--- config.mk ---
export PLATFORM = sky130hd
export DESIGN_NAME = infer_mul_arbiter
export DESIGN_NICKNAME = d
export VERILOG_FILES = /design/src/rtl/infer_mul_arbiter.sv
export SDC_FILE = /design/constraint.sdc
export NUM_CORES = 1
export LEC_CHECK = 0
export ABC_AREA = 0
export CORE_MARGIN = 4
export CORE_UTILIZATION = 30
export DETAILED_ROUTE_END_ITERATION = 12
export PLACE_DENSITY = 0.89
export SYNTH_ARGS = -nofsm -noshare
export SYNTH_HDL_FRONTEND = slang
export SYNTH_SLANG_ARGS = --single-unit
--- constraint.sdc ---
create_clock -name clk -period 1.8 [get_ports clk]
set_input_delay 0.27 -clock clk [delete_from_list [all_inputs] [get_ports clk]]
set_output_delay 0.27 -clock clk [all_outputs]
set_load 0.05 [all_outputs]
--- src/rtl/infer_mul_arbiter.sv ---
// infer_mul_arbiter: round-robin front end that shares one pipelined 21s x 15u
// multiplier between NUM_REQ requesters and returns id-tagged products in order.
// Optional feature: define INFER_MUL_ARB_STATS_EN to add the issue/stall counters
// stat_issue_cnt and stat_stall_cnt.
module infer_mul_arbiter #(
  parameter int unsigned NUM_REQ     = 4,
  parameter int unsigned ID_W        = 2,
  parameter int unsigned MUL_LATENCY = 3,
  localparam int unsigned A_W        = 21,
  localparam int unsigned B_W        = 15,
  localparam int unsigned P_W        = 36,
  localparam int unsigned STAT_W     = 16
) (
  input  logic                   clk,
  input  logic                   reset_n,
  input  logic [NUM_REQ-1:0]     req_valid,
  output logic [NUM_REQ-1:0]     req_ready,
  input  logic [NUM_REQ*A_W-1:0] req_a,
  input  logic [NUM_REQ*B_W-1:0] req_b,
  output logic                   mul_ce,
  output logic [A_W-1:0]         mul_din0,
  output logic [B_W-1:0]         mul_din1,
  input  logic [P_W-1:0]         mul_dout,
  output logic                   rsp_valid,
  input  logic                   rsp_ready,
  output logic [P_W-1:0]         rsp_data,
  output logic [ID_W-1:0]        rsp_id,
  input  logic                   flush,
  output logic                   flush_done
`ifdef INFER_MUL_ARB_STATS_EN
  ,
  output logic [STAT_W-1:0]      stat_issue_cnt,
  output logic [STAT_W-1:0]      stat_stall_cnt
`endif
);

  typedef enum logic [1:0] {
    ST_RUN   = 2'd0,
    ST_DRAIN = 2'd1,
    ST_DONE  = 2'd2
  } state_t;

  state_t                 state_q;
  state_t                 state_n;
  logic [ID_W-1:0]        rr_ptr_q;
  logic [MUL_LATENCY-1:0] tag_vld_q;
  logic [ID_W-1:0]        tag_id_q [MUL_LATENCY];
  logic [A_W-1:0]         din0_q;
  logic [B_W-1:0]         din1_q;

  logic                   grant_any_c;
  logic [ID_W-1:0]        grant_idx_c;
  logic [ID_W-1:0]        cand_c;
  logic                   issue_c;
  logic                   pipe_empty_c;
  logic [A_W-1:0]         sel_a_c;
  logic [B_W-1:0]         sel_b_c;
  logic [ID_W-1:0]        ptr_next_c;

  // Results leave from the last tag stage; product passes straight through.
  assign rsp_valid    = tag_vld_q[MUL_LATENCY-1];
  assign rsp_id       = tag_id_q[MUL_LATENCY-1];
  assign rsp_data     = mul_dout;
  assign pipe_empty_c = ~|tag_vld_q;

  // Pipeline moves unless a presented result is being held off; frozen in reset.
  assign mul_ce  = reset_n & ~(rsp_valid & ~rsp_ready);
  assign issue_c = grant_any_c & mul_ce & ~flush & (state_q == ST_RUN);

  // Round-robin search: first valid requester at or after the pointer, with wrap.
  always_comb begin
    grant_any_c = 1'b0;
    grant_idx_c = '0;
    cand_c      = '0;
    for (int unsigned k = 0; k < NUM_REQ; k++) begin
      cand_c = ID_W'((32'(rr_ptr_q) + k) % NUM_REQ);
      if (!grant_any_c && req_valid[cand_c]) begin
        grant_any_c = 1'b1;
        grant_idx_c = cand_c;
      end
    end
  end

  // Operand mux, one-hot accept and pointer successor for the granted requester.
  always_comb begin
    sel_a_c    = req_a[32'(grant_idx_c)*A_W +: A_W];
    sel_b_c    = req_b[32'(grant_idx_c)*B_W +: B_W];
    ptr_next_c = ID_W'((32'(grant_idx_c) + 32'd1) % NUM_REQ);
    req_ready  = '0;
    if (issue_c) begin
      req_ready[grant_idx_c] = 1'b1;
    end
    mul_din0 = issue_c ? sel_a_c : din0_q;
    mul_din1 = issue_c ? sel_b_c : din1_q;
  end

  // Remember the last issued operands and advance the fairness pointer.
  always_ff @(posedge clk or negedge reset_n) begin
    if (!reset_n) begin
      din0_q   <= '0;
      din1_q   <= '0;
      rr_ptr_q <= '0;
    end else if (issue_c) begin
      din0_q   <= sel_a_c;
      din1_q   <= sel_b_c;
      rr_ptr_q <= ptr_next_c;
    end
  end

  // Tag pipeline shadows the multiplier, advancing only on ce edges.
  always_ff @(posedge clk or negedge reset_n) begin
    if (!reset_n) begin
      tag_vld_q <= '0;
      for (int unsigned i = 0; i < MUL_LATENCY; i++) begin
        tag_id_q[i] <= '0;
      end
    end else if (mul_ce) begin
      tag_vld_q[0] <= issue_c;
      if (issue_c) begin
        tag_id_q[0] <= grant_idx_c;
      end
      for (int unsigned i = 1; i < MUL_LATENCY; i++) begin
        tag_vld_q[i] <= tag_vld_q[i-1];
        tag_id_q[i]  <= tag_id_q[i-1];
      end
    end
  end

  // Flush control state register.
  always_ff @(posedge clk or negedge reset_n) begin
    if (!reset_n) begin
      state_q    <= ST_RUN;
      flush_done <= 1'b0;
    end else begin
      state_q    <= state_n;
      flush_done <= (state_n == ST_DONE);
    end
  end

  // Flush control next state: drain until empty, park until flush drops.
  always_comb begin
    state_n = state_q;
    unique case (state_q)
      ST_RUN: begin
        if (flush) state_n = ST_DRAIN;
      end
      ST_DRAIN: begin
        if (!flush)            state_n = ST_RUN;
        else if (pipe_empty_c) state_n = ST_DONE;
      end
      ST_DONE: begin
        if (!flush) state_n = ST_RUN;
      end
      default: state_n = ST_RUN;
    endcase
  end

`ifdef INFER_MUL_ARB_STATS_EN
  // Saturating issue and stall counters, cleared while parked in DONE.
  always_ff @(posedge clk or negedge reset_n) begin
    if (!reset_n) begin
      stat_issue_cnt <= '0;
      stat_stall_cnt <= '0;
    end else if (flush_done) begin
      stat_issue_cnt <= '0;
      stat_stall_cnt <= '0;
    end else begin
      if (issue_c && (stat_issue_cnt != {STAT_W{1'b1}})) begin
        stat_issue_cnt <= stat_issue_cnt + STAT_W'(1);
      end
      if (!mul_ce && (stat_stall_cnt != {STAT_W{1'b1}})) begin
        stat_stall_cnt <= stat_stall_cnt + STAT_W'(1);
      end
    end
  end
`endif

endmodule

==> results of run 1 <==
[worst max-delay path, stage by stage (launching register included)]
cell       delay [ps]
dfrtp_1           450
buf_6             140
mux2i_4           250
o21ai_4            90
nor2_4            170
buf_6             160
inv_8              40
buf_6             110
mux2i_2           190
a2bb2oi_2         190
o21ai_4            90
buf_12            160
[per-stage QoR]
step | instances | utilization | cell area [µm²] | power (mW) | hold WS, ps
floorplan | 319 | - | 4030 | 6.54 | -25.6
global placement | 648 | 0.609 | 6610 | 9.43 | 321
detailed placement | 648 | 0.609 | 6610 | 9.60 | 334
CTS | 677 | 0.665 | 7210 | 11.2 | 49.8
global route | 684 | 0.695 | 7530 | 12.1 | 71.8
finish | 684 | 0.695 | 7530 | 11.6 | 43.3
[repair_timing]
| action | 4_1_cts | 5_1_grt |
|---|---|---|
| resized for setup | 78 | 53 |
| hold endpoints to repair | 18 | 0 |
| cloned | 3 | 1 |
| endpoints found under the setup margin | 78 | 80 |
| buffers inserted | 18 | 9 |
| pin swaps | 20 | 7 |
| hold buffers | 1 | 0 |
[per-layer routing]
metal  vias up  track usage
li1       1573            -
met1      1649        0.206
met2       168        0.394
met3        40       0.0642
met4         0       0.0697
met5         -            0
[synthesized netlist by cell type (all sizes together)]
library cell  count
a21boi            4
a21oi             2
a221oi            1
a2bb2oi          21
and2              4
and4              1
buf              52
clkbuf            4
dfrtp            50
ha                4
inv               5
mux2              2
mux2i            72
nand2            40
nand2b            5
nand4             1
nor2              4
nor2b             1
nor3              1
nor3b             2
nor4b             1
o21a              1
o21ai            23
o221ai           14
o22a              1
o31a              1
or3b              1
or4               1
[cell families after synthesis]
logic type               Yosys count  synth area share
multiplexers                      74             0.223
AO/OA/AOI/OAI                     68             0.161
AND/OR/NAND/NOR                   62            0.0936
buffers and inverters             61             0.131
flip-flops                        50             0.376
adder cells (fa/ha/maj)            4            0.0150
[registers in the layout, summed over array words and instances, names as in the netlist]
signal      count
rr_ptr_q        2
din1_q         15
tag_id_q        4
flush_done      1
din0_q         21
tag_vld_q       3
state_q         2
rsp_id          2
[how the worst max path moves through the flow]
stage / from / endpoint / depth (start not counted)
floorplan: rr_ptr_q[1]$_DFFE_PN0P_ / mul_din0[16] / 8
global route: rr_ptr_q[1]$_DFFE_PN0P_ / mul_din1[10] / 10
finish: rr_ptr_q[1]$_DFFE_PN0P_ / mul_din1[1] / 11
global placement: req_valid[1] / mul_din0[20] / 10
CTS: rr_ptr_q[1]$_DFFE_PN0P_ / mul_din1[11] / 10
detailed placement: req_valid[2] / mul_din1[14] / 10
[area by class of cell]
class | instances | area, µm²
Clock buffer | 5 | 68.8
Multi-Input combinational cell | 208 | 2720
Timing Repair Buffer | 272 | 3260
Timing Repair inverter | 1 | 11.3
Fill cell | 740 | 3310
Tap cell | 140 | 175
Clock inverter | 3 | 25.0
Inverter | 5 | 26.3
Sequential cell | 50 | 1250
[power by group]
group	internal [mW]	leakage (nW)	switching [mW]	total, mW
Sequential	1.63	0.626	0.247	1.88
Combinational	4.58	2.32	4.39	8.97
Clock	0.282	0.0447	0.443	0.726
==> results by group, run 1 <==
Status
  • Status: complete, but fails checks
  • Failing checks: setup timing

Yosys
  • Seq cells post-synth: 50
  • Yosys top cell by area: dfrtp_1
  • Post-synthesis average cell area: 10.4 µm²
  • Mapped Area: 3330 µm²
  • Syn Inst Count: 319
  • Synth top area cells: dfrtp_1 38%, mux2i_1 22%, buf_4 9.5%
  • Post-synthesis sequential area ratio: 0.376
  • Mapped Nets: 511
  • Synth warn: 0
  • Yosys top cell area share: 0.376
  • Synth unique cells: 42

Floorplan
  • Die X: 113 µm
  • Die ar.: 12800 µm²
  • Die Ht: 113 µm
  • Core ar.: 10800 µm²
  • FP Rows: 38
  • Initial Util: 0.307
  • Top Ports: 269

Cells and area
  • Area grow syn2layout: 126%
  • Most frequent cells in the layout: 148 x clkdlybuf4s50_1, 54 x buf_12, 49 x dfrtp_1
  • Ratio of cells with drive above 1 in the final layout: 0.485
  • N_diodes: 0
  • Commonest non-fill, non-tap cell in the layout: clkdlybuf4s50_1
  • Final Net Count: 735

Setup path
  • CP max FO: 4
  • Worst R2R Setup Slack: -370 ps
  • Req. time, crit path: 1530 ps
  • Crit path DAT: 2350 ps
  • Worst Setup End Kind: output port
  • CP startpoint kind: register
  • Worst reg2reg startpoint: rr_ptr_q[1]$_DFFE_PN0P_
  • Worst Reg-to-Reg Cells: 11
  • RR Endpoint: din1_q[14]$_DFF_PN0_
  • Crit Path Category: reg2out

Route
  • Final wirelength: 13.8 mm
  • Met3 routed WL: 1.12 mm
  • Max layer used: met4
  • Router iterations before antenna repair: 4
  • DR WL met2: 7.55 mm
  • Remaining DRCs: 0
  • Via density: 5.01
  • Initial detailed-routing violation count: 60
  • Final ANT Viol Nets: 0
  • Routed WL per cell: 20.2 µm
  • Metal-1 WL: 4.66 mm
  • DR vias: 3430

Global routing
  • Vias in the first global route: 3918
  • First-pass GRT wire length: 20.7 mm
  • GRT Total Usage: 0.205
  • Initial antenna violation count: 0
  • Total gr overflow: 0
  • Largest net degree at the start of global routing: 34

Timing
  • Setup-failing EPs final: 80
  • Fin. Hold Viols: 0
  • Final setup margin: -822 ps
  • Tmin final: 2620 ps
  • Rel. slew slack: 0.669
  • Worst-margin pin slew: 495 ps
  • Final period util: 1.46
  • Final Max Tran Viols: 0
  • RSZ-0062 raised after global routing: true
  • Setup tns final: -37190 ps
  • Max Clk Rate: 381 MHz
  • Final worst clock skew: 4.55 ps

Placed design
  • Final HPWL DP: 10.3 mm
  • Setup slack after placement: -875 ps
  • Final GP Congestion: 0.810
  • IO buf count: 196

Clock tree
  • CTS tree: built
  • Worst skew pair latency: 310 ps
  • Clk root buf: clkbuf_8
  • CTS buffer count: 5
  • Clock net sink count: 50
  • Maximum clock path buffer count: 2
  • Clock-pin slew on the worst setup and hold paths: 110 ps
  • H-tree Lvls: 2

Pwr
  • VDD IR max: 0.00118 V
  • P_leak: 2.99 nW
  • Pwr/cell area: 1540 nW/µm²

Run
  • Max Cap Viol: 0

Worst hold path
  • Worst hold-check path type: in2async
No activity file was read; power rests on OpenSTA's default activity.
==> run 2: changes to the inputs <==
--- a/config.mk
+++ b/config.mk
@@ -6,10 +6,12 @@
 export NUM_CORES = 1
 export LEC_CHECK = 0
 export ABC_AREA = 0
+export CAP_MARGIN = 10
 export CORE_MARGIN = 4
 export CORE_UTILIZATION = 30
 export DETAILED_ROUTE_END_ITERATION = 12
-export PLACE_DENSITY = 0.89
+export MAX_ROUTING_LAYER = met4
+export PLACE_DENSITY = 0.78
 export SYNTH_ARGS = -nofsm -noshare
 export SYNTH_HDL_FRONTEND = slang
 export SYNTH_SLANG_ARGS = --single-unit
==> run 2 against run 1 <==
Effect of this change: sequential power hardly changed; core utilization increased by 0.47 points; global-route usage fell by 0.49 points; non-clock buffer count is the same; wire length decreased by 2.6%; first-iteration DRC count increased by 40%; sequential cell count is the same; critical path depth fell by 1; combinational power fell by 0.6%; the flow still finishes with violations (setup timing); clock skew rose by 10 ps; die area unchanged; fmax is 1.7% higher.
==> results by group, run 2 (synthesis results as in run 1) <==
Run
  • Max Cap Viol: 0 (unchanged)

Pwr
  • Total Power: 11.5 mW (was 11.6 mW)
  • P_leak: 3.05 nW (was 2.99 nW)
  • VDD IR max: 0.00126 V (was 0.00118 V)
  • Pwr/cell area: 1520 nW/µm² (was 1540 nW/µm²)

Setup path
  • Worst Reg-to-Reg Cells: 10 (was 11)
  • Slowest library cell on the worst path: dfrtp_1 (unchanged)
  • RR Endpoint: din1_q[1]$_DFF_PN0_ (was din1_q[14]$_DFF_PN0_)
  • CP peak stage delay: 400 ps (was 450 ps)
  • Crit path DAT: 2310 ps (was 2350 ps)
  • Worst reg2reg startpoint: rr_ptr_q[1]$_DFFE_PN0P_ (unchanged)
  • Crit path buf inv count: 4 (was 5)
  • Worst path depth: 10 (was 11)
  • Crit Path Category: reg2out (unchanged)
  • CP top delay family: buffers and inverters (unchanged)
  • Critical path endpoint: mul_din1[6] (was mul_din1[1])
  • CP startpoint kind: register (unchanged)
  • CP max FO: 11 (was 4)
  • Worst R2R Setup Slack: -270 ps (was -370 ps)
  • Worst Setup End Kind: output port (unchanged)
  • Critical Path, Cell by Cell: buf_6, mux2i_2, o21ai_2, nor2_4, clkinv_4, buf_12, mux2i_2, a2bb2oi_2, o21ai_4, buf_12 (was buf_6, mux2i_4, o21ai_4, nor2_4, buf_6, inv_8, buf_6, mux2i_2, a2bb2oi_2, o21ai_4, buf_12)
  • Worst setup path startpoint: rr_ptr_q[1]$_DFFE_PN0P_ (unchanged)
  • Req. time, crit path: 1530 ps (about the same)

Floorplan
  • Die Ht: 113 µm (unchanged)
  • Die ar.: 12800 µm² (unchanged)
  • FP Rows: 38 (unchanged)
  • Core ar.: 10800 µm² (unchanged)
  • Die X: 113 µm (unchanged)
  • Top Ports: 269 (unchanged)
  • Initial Util: 0.307 (unchanged)

Timing
  • Fin. Hold Viols: 0 (unchanged)
  • Rel. slew slack: 0.663 (was 0.669)
  • Final setup margin: -777 ps (was -822 ps)
  • Final Max Tran Viols: 0 (unchanged)
  • Setup-failing EPs final: 76 (was 80)
  • Tmin final: 2580 ps (was 2620 ps)
  • Worst-margin pin slew: 505 ps (was 495 ps)
  • RSZ-0062 raised after global routing: true (unchanged)
  • Final worst clock skew: 14.8 ps (was 4.55 ps)
  • Max Clk Rate: 388 MHz (was 381 MHz)
  • Final period util: 1.43 (was 1.46)

Route
  • Initial detailed-routing violation count: 84 (was 60)
  • Routed WL per cell: 19.7 µm (was 20.2 µm)
  • Router iterations before antenna repair: 4 (unchanged)
  • Via density: 4.96 (was 5.01)
  • DR vias: 3387 (was 3430)
  • Final ANT Viol Nets: 0 (unchanged)
  • Remaining DRCs: 0 (unchanged)
  • Final wirelength: 13.5 mm (was 13.8 mm)

Clock tree
  • Clk root buf: clkbuf_8 (unchanged)
  • H-tree Lvls: 2 (unchanged)
  • Clock-pin slew on the worst setup and hold paths: 100 ps (was 110 ps)
  • Maximum clock path buffer count: 2 (unchanged)
  • Clock net sink count: 50 (unchanged)
  • CTS tree: built (unchanged)
  • Worst skew pair latency: 320 ps (was 310 ps)
  • CTS buffer count: 5 (unchanged)

Global routing
  • Vias in the first global route: 3840 (was 3918)
  • Initial antenna violation count: 0 (unchanged)
  • GRT Total Usage: 0.200 (was 0.205)
  • Largest net degree at the start of global routing: 36 (was 34)
  • First-pass GRT wire length: 19.7 mm (was 20.7 mm)
  • Total gr overflow: 0 (unchanged)

Cells and area
  • Most frequent cells in the layout: 148 x clkdlybuf4s50_1, 55 x buf_12, 49 x dfrtp_1 (was 148 x clkdlybuf4s50_1, 54 x buf_12, 49 x dfrtp_1)
  • Final Net Count: 734 (was 735)
  • Max reg flops: 21 (unchanged)
  • Final Cell Area: 7580 µm² (was 7530 µm²)
  • Post-Route Utilization: 0.700 (was 0.695)
  • Fillcell total: 688 (was 740)
  • Commonest non-fill, non-tap cell in the layout: clkdlybuf4s50_1 (unchanged)
  • Area grow syn2layout: 128% (was 126%)
  • Register with the most flip-flops: din0_q (unchanged)
  • Regs by FF count: din0_q: 21 flops, din1_q: 15 flops, tag_id_q: 4 flops (unchanged)
  • N_diodes: 0 (unchanged)
  • Ratio of cells with drive above 1 in the final layout: 0.464 (was 0.485)

Placed design
  • IO buf count: 196 (unchanged)
  • Final HPWL DP: 9.82 mm (was 10.3 mm)
  • Final GP Congestion: 0.869 (was 0.810)
  • Placed instance area: 6610 µm² (about the same)

Worst hold path
  • Worst hold-check path type: in2async (unchanged)

Status
  • Status: complete, but fails checks (unchanged)
  • Failing checks: setup timing (unchanged)
==> run 2: how the worst min path moves through the flow <==
stage / cells after the start / endpoint
global route: 2 / din0_q[17]$_DFF_PN0_
floorplan: 0 / din0_q[0]$_DFF_PN0_
global placement: 2 / state_q[0]$_DFF_PN0_
finish: 2 / din0_q[17]$_DFF_PN0_
CTS: 2 / rr_ptr_q[1]$_DFFE_PN0P_
detailed placement: 2 / state_q[1]$_DFF_PN0_
==> run 2: worst register-to-register path, delay by kind of cell, from the launching register on <==
| kind | cells | cell delay (ps) |
|---|---|---|
| buffers and inverters | 4 | 570 |
| AO/OA/AOI/OAI | 3 | 520 |
| AND/OR/NAND/NOR | 1 | 70 |
| multiplexers | 2 | 380 |
| flip-flops | 1 | 420 |
==> run 2: metrics by stage <==
stage	hold WS (ps)	std cells	setup slack (ps)	setup TNS (ps)
6_report	101	683	-777	-33500
5_1_grt	133	683	-875	-40930
2_1_floorplan	-25.6	319	-248	-12620
3_5_place_dp	319	653	-811	-50220
4_1_cts	119	675	-744	-29990
3_3_place_gp	326	653	-751	-46500
==> run 2: layout make-up <==
type | instances | area, µm² | share of cell area
clock inverter | 3 | 25.0 | 0.00330
tap | 140 | 175 | 0.0231
multi-input combinational | 208 | 2720 | 0.359
timing repair buffer | 272 | 3320 | 0.437
clock buffer | 5 | 68.8 | 0.00907
sequential | 50 | 1250 | 0.165
inverter | 5 | 23.8 | 0.00313
==> run 2: power breakdown <==
group	total (mW)	internal (mW)	switching (mW)
Sequential	1.86	1.63	0.233
Clock	0.718	0.282	0.435
Combinational	8.92	4.57	4.35
==> run 2: timing repair <==
item	in CTS	in global routing
cloned	5	4
hold buffers	1	0
buffers inserted	9	6
gates resized for setup	51	66
endpoints found under the setup margin	76	78
endpoints found under the hold margin	15	0
pin swaps	8	23
==> run 2: per-layer routing <==
layer / global-route usage / wire length [µm]
met1: 0.207 / 4750
met2: 0.372 / 7420
met3: 0.0508 / 1010
met4: 0.0561 / 286
met5: - / 0
